## src/rtl/ex_mem_elastic.sv

```systemverilog
`default_nettype none
// ============================================================================
//  Module   : ex_mem_elastic
//  Purpose  : Elastic EX/MEM pipeline boundary. Carries the execute-stage
//             payload behind a valid/ready handshake with a 2-entry skid
//             buffer, so MEM back-pressure never reaches EX combinationally.
//             Supports a synchronous flush and optional masking of the
//             destination index for invalid slots.
//  Ports    : clk, rst_n (async active-low)
//             i_valid / o_ready          - upstream (EX) handshake
//             i_rs_1 .. i_op_type        - execute-stage payload in
//             i_flush                    - kill all held entries
//             o_valid / i_ready          - downstream (MEM) handshake
//             o_rs_1 .. o_op_type        - main-entry payload out
//             o_count                    - occupancy 0..2
//  Revision : 1.0 - initial elastic stage
// ============================================================================
module ex_mem_elastic #(
    parameter int XLEN            = 32,
    parameter int REG_W           = 5,
    parameter int MASK_INVALID_RD = 1
) (
    input  logic             clk,
    input  logic             rst_n,
    input  logic             i_valid,
    output logic             o_ready,
    input  logic [XLEN-1:0]  i_rs_1,
    input  logic [XLEN-1:0]  i_rs_2,
    input  logic [REG_W-1:0] i_rd_num,
    input  logic [XLEN-1:0]  i_alu_out,
    input  logic [6:0]       i_opcode,
    input  logic [2:0]       i_func_3,
    input  logic             i_op_type,
    input  logic             i_flush,
    output logic             o_valid,
    input  logic             i_ready,
    output logic [XLEN-1:0]  o_rs_1,
    output logic [XLEN-1:0]  o_rs_2,
    output logic [REG_W-1:0] o_rd_num,
    output logic [XLEN-1:0]  o_alu_out,
    output logic [6:0]       o_opcode,
    output logic [2:0]       o_func_3,
    output logic             o_op_type,
    output logic [1:0]       o_count
);

    localparam int C_PW = 3 * XLEN + REG_W + 11;

    // Encoding is {skid_valid, main_valid} so the valid bits fall out directly.
    typedef enum logic [1:0] {
        ST_EMPTY = 2'b00,
        ST_ONE   = 2'b01,
        ST_FULL  = 2'b11
    } state_t;

    state_t            r_state;
    state_t            w_state_nxt;
    logic [C_PW-1:0]   r_main;
    logic [C_PW-1:0]   r_skid;
    logic [C_PW-1:0]   w_in_pl;
    logic [REG_W-1:0]  w_rd_main;
    logic              w_in_fire;
    logic              w_out_fire;
    logic              w_load_main;
    logic              w_main_from_skid;
    logic              w_load_skid;

    assign w_in_pl = {i_rs_1, i_rs_2, i_alu_out, i_rd_num, i_opcode, i_func_3, i_op_type};

    // Handshake outputs come straight from state flops: no i_ready -> o_ready path.
    assign o_valid = r_state[0];
    assign o_ready = ~r_state[1];
    assign o_count = {r_state[1], r_state[0] & ~r_state[1]};

    assign w_in_fire  = i_valid & o_ready;
    assign w_out_fire = o_valid & i_ready;

    always_comb begin
        w_state_nxt      = r_state;
        w_load_main      = 1'b0;
        w_main_from_skid = 1'b0;
        w_load_skid      = 1'b0;
        if (i_flush) begin
            // Flush wins over everything, including a same-cycle accept.
            w_state_nxt = ST_EMPTY;
        end else begin
            case (r_state)
                ST_EMPTY: begin
                    if (w_in_fire) begin
                        w_load_main = 1'b1;
                        w_state_nxt = ST_ONE;
                    end
                end
                ST_ONE: begin
                    if (w_in_fire && w_out_fire) begin
                        w_load_main = 1'b1;
                    end else if (w_in_fire) begin
                        w_load_skid = 1'b1;
                        w_state_nxt = ST_FULL;
                    end else if (w_out_fire) begin
                        w_state_nxt = ST_EMPTY;
                    end
                end
                ST_FULL: begin
                    if (w_out_fire) begin
                        w_load_main      = 1'b1;
                        w_main_from_skid = 1'b1;
                        w_state_nxt      = ST_ONE;
                    end
                end
                default: w_state_nxt = ST_EMPTY;
            endcase
        end
    end

    always_ff @(posedge clk or negedge rst_n) begin
        if (!rst_n) begin
            r_state <= ST_EMPTY;
            r_main  <= '0;
            r_skid  <= '0;
        end else begin
            r_state <= w_state_nxt;
            if (w_load_main) begin
                r_main <= w_main_from_skid ? r_skid : w_in_pl;
            end
            if (w_load_skid) begin
                r_skid <= w_in_pl;
            end
        end
    end

    assign {o_rs_1, o_rs_2, o_alu_out, w_rd_main, o_opcode, o_func_3, o_op_type} = r_main;

    // A bubble must never look like a write to a real register for hazard logic.
    generate
        if (MASK_INVALID_RD != 0) begin : g_mask_rd
            assign o_rd_num = o_valid ? w_rd_main : '0;
        end else begin : g_raw_rd
            assign o_rd_num = w_rd_main;
        end
    endgenerate

endmodule
`default_nettype wire

```

## config.mk

```make
export PLATFORM = sky130hd
export DESIGN_NAME = ex_mem_elastic
export DESIGN_NICKNAME = d
export VERILOG_FILES = /design/src/rtl/ex_mem_elastic.sv
export SDC_FILE = /design/constraint.sdc
export NUM_CORES = 1
export LEC_CHECK = 0
export ABC_CLOCK_PERIOD_IN_PS = 2000
export CAP_MARGIN = 20
export CORE_MARGIN = 2
export CORE_UTILIZATION = 47
export DETAILED_ROUTE_END_ITERATION = 12
export HOLD_SLACK_MARGIN = 0.03
export PLACE_DENSITY = 0.89
export SETUP_SLACK_MARGIN = 0.1
export SLEW_MARGIN = 15
export SYNTH_ARGS = -nofsm -noshare
export SYNTH_HDL_FRONTEND = slang
export SYNTH_SLANG_ARGS = --single-unit
```

## constraint.sdc

```tcl
create_clock -name clk -period 2 [get_ports clk]
set_clock_uncertainty 0.2 [all_clocks]
set_input_delay 0.4 -clock clk [delete_from_list [all_inputs] [get_ports clk]]
set_output_delay 0.4 -clock clk [all_outputs]
set_load 0.01 [all_outputs]
```

==> results <==
## sequential cells by signal, summed over array words and instances, names as in the netlist
name,cells
r_main,112
r_state,2
r_skid,112
## per-layer routing
metal | up-vias | global-route usage | wire length, µm
met5 | - | 0 | 0
met4 | 0 | 0.04675 | 558
met3 | 40 | 0.05039 | 1617
met2 | 192 | 0.3617 | 12990
met1 | 3288 | 0.2458 | 10510
li1 | 2891 | - | -
## placed cells by master, fill, tap and decap left out, types with 3 or more instances in the layout
cell type	n
and2_4	5
buf_12	23
buf_16	9
buf_4	24
buf_6	19
buf_8	9
clkbuf_1	8
clkbuf_16	29
clkbuf_8	6
clkdlybuf4s50_1	115
clkinv_2	3
dfrtp_1	224
dlygate4sd2_1	106
mux2_2	155
mux2_4	182
nand2_1	4
nor2_1	4
## power by group through the flow
stage               Sequential [µW]  Clock, µW  Combinational [µW]
finish                         8190       4470                7770
global route                   8460       4780                8290
CTS                            8100       4550                7480
detailed placement             8160          0                7330
global placement               7990          0                7090
floorplan                      7760          0                5390
## area by class of cell
class	count	area [µm²]	share of cell area
diodes	1	2.502	0.0001657
clock buffers	39	738.2	0.04887
clock inverters	6	61.31	0.004059
inverters	2	10.01	0.0006627
multi-input cells	367	4753	0.3147
flip-flops and latches	226	5658	0.3746
well taps	319	399.1	0.02642
repair buffers	314	3482	0.2305
## how the worst max path moves through the flow
stage / cells after the start / slack (ns) / endpoint
final: 9 / -0.28 / r_skid[70]$_DFFE_PN0P_
after global routing: 9 / -0.33 / r_skid[70]$_DFFE_PN0P_
after CTS: 7 / -0.24 / r_main[69]$_DFFE_PN0P_
after detailed placement: 6 / -0.53 / r_main[38]$_DFFE_PN0P_
after global placement: 6 / -0.50 / r_main[5]$_DFFE_PN0P_
after floorplan: 7 / -0.16 / r_main[10]$_DFFE_PN0P_
## per-stage QoR
| stage | setup slack [ns] | hold WS, ns | area, µm² | utilization |
|---|---|---|---|---|
| floorplan | -0.1589 | -0.09559 | 11150 | - |
| global placement | -0.5023 | 0.1175 | 13310 | 0.5723 |
| detailed placement | -0.5323 | 0.1154 | 13310 | 0.5723 |
| CTS | -0.2436 | 0.1726 | 14900 | 0.6407 |
| global route | -0.3337 | 0.1840 | 15100 | 0.6492 |
| finish | -0.2789 | 0.1657 | 15100 | 0.6493 |
## logic make-up (layout without fill, tap and decap cells)
kind of cell | after synthesis | after routing
mux | 337 | 337
flops | 226 | 226
buf+inv | 144 | 361
simple gates | 18 | 18
compound gates | 8 | 8
fa+ha+maj | 4 | 4
other cells | 0 | 1
## timing repair
| item | CTS | global route |
|---|---|---|
| gates resized for setup | 253 | 55 |
| hold buffers | 1 | 0 |
| endpoints found under the hold margin | 226 | 0 |
| endpoints found under the setup margin | 342 | 235 |
| pin swaps | 2 | 1 |
| gates cloned | 10 | 4 |
| buffers inserted | 22 | 8 |
## worst register-to-register path: cells and delay by family, from the launching register on
kind | cells | cell delay, ns
fa+ha+maj | 1 | 0.14
buf+inv | 5 | 0.70
flops | 1 | 0.44
mux | 1 | 0.30
simple gates | 2 | 0.38
==> flow_metrics.py <==
metrics = {
    "die": {
        "die_h_um": 157.1,
        "num_rows": 56,
        "fp.dieW_um": 157.1,
        "initial_core_util": 0.4735,
        "pin_count": 233,
        "die_area_um2": 24680,
        "core_um2": 23260,
    },
    "drt": {
        "drtIter0Drc": 234,
        "via_per_inst": 5.032,
        "ant_nets": 0,
        "drc": 0,
        "dr.pass1.iters": 4,
        "num_vias": 6411,
        "post_drt_wl_per_cell_um": 20.15,
        "wl_um": 25680,
    },
    "sta": {
        "max-slew-margin-rel": 0.6477,
        "period_share": 1.139,
        "fmaxAchievable_ghz": 0.4388,
        "report.final.setup_viol": 232,
        "hold_viol": 0,
        "worst_slack_ns": -0.2789,
        "period_needed_ns": 2.279,
        "rsz0062_at_grt": "true",
        "report.final.slew_viol_count": 0,
        "tns_ns": -44.60,
        "tightest_slew_ns": 0.5265,
    },
    "global_routing": {
        "grt_max_degree": 57,
        "grt_pass1_vias": 7122,
        "grt_antenna_before_repair": 1,
        "grtUsageTotal": 0.2021,
        "grt_pass1_wl_um": 39160,
        "gr-total-overflow": 0,
    },
    "clock_tree": {
        "clk_latency_ns": 0.52,
        "htreeDepth": 1,
        "path_clk_slew_ns": 0.06,
        "cts_tree": "built",
        "cts_buffers": 25,
        "cts_buffer_depth": 3,
        "clkSinkCount": 226,
        "root_buffer": "clkbuf_16",
    },
    "cells_and_area": {
        "syn_to_final_growth_pct": 37.14,
        "drive_gt1_frac": 0.5052,
        "finalNonFillerCells": 1274,
        "fin_nets": 1057,
        "final.fill_count": 1656,
    },
    "logic_synthesis": {
        "synthArstFlopShare": 1.000,
        "synth_cell_types": 22,
        "synth_simple_gate_area_share": 0.008861,
        "syn_inst": 737,
        "ys_seq_area_frac": 0.5135,
        "synth_top_family_by_area": "multiplexers",
        "ys_ff_latch": 226,
        "syn_nets": 858,
        "synth_xor_area_frac": 0,
        "synth_ff_type": "dfrtp_1",
        "synth_common_cells": "mux2_2 (257), dfrtp_1 (226), buf_4 (114)",
        "synth_edf_count": 0,
        "yosys_warnings": 0,
        "syn-cell-area_um2": 11010,
        "synth_area_leaders": "dfrtp_1 (51%), mux2_2 (26%), mux2_4 (11%)",
        "synth_most_common_cell": "mux2_2",
        "yosysTopAreaCell": "dfrtp_1",
        "syn_area_per_cell_um2": 14.94,
        "synth_compound_area_frac": 0.005339,
        "yosysTopAreaCellShare": 0.5135,
        "yosys-mux-area-fraction": 0.3718,
        "synthAdderAreaFrac": 0.004544,
    },
    "run_status": {
        "violations": "negative setup slack",
        "status": "finished with violations",
    },
    "critical_path": {
        "required_ns": 2.19,
        "r2r_end": "r_skid[70]$_DFFE_PN0P_",
        "r2r_start": "r_state[1]$_DFFE_PN0P_",
        "crit_top_cell": "buf_12",
        "rrSetupSlack_ns": -0.28,
        "cp.arrival_ns": 2.47,
        "cp_cell_sequence": "inv_4 > ha_4 > and3b_1 > nand3b_1 > buf_12 > buf_12 > buf_12 > buf_12 > mux2_4",
        "endpoint_kind": "register",
        "rr_worst_depth": 9,
        "critPathMaxStageDelay_ns": 0.44,
        "start_kind": "register",
        "cp_slowest_cell": "dfrtp_2",
        "crit_start": "r_state[1]$_DFFE_PN0P_",
        "cp_max_fo": 6,
        "cp_top_family": "buffers and inverters",
        "path_buf_inv": 5,
        "crit_type": "register to register",
    },
    "power": {
        "peakVddDrop_uv": 818.5,
        "leakagePower_uw": 0.007396,
        "p_clk_frac": 0.219,
        "p_int_uw": 14500,
        "power_uw": 20430,
        "p_comb_frac": 0.380,
        "swShare": 0.2905,
        "power_frac_seq": 0.401,
        "switchingPower_uw": 5936,
        "power_density_nw_per_um2": 1353,
    },
    "placed_design": {
        "io_buffer_count": 232,
        "place_congestion": 0.7357,
        "dp.cells": 1192,
        "hpwl_um": 15580,
    },
    "worst_hold_path": {
        "hold_path.class": "primary input to async pin",
    },
    "job": {
        "cap_viol_max_count": 0,
    },
}
No activity file was read; power rests on OpenSTA's default activity.
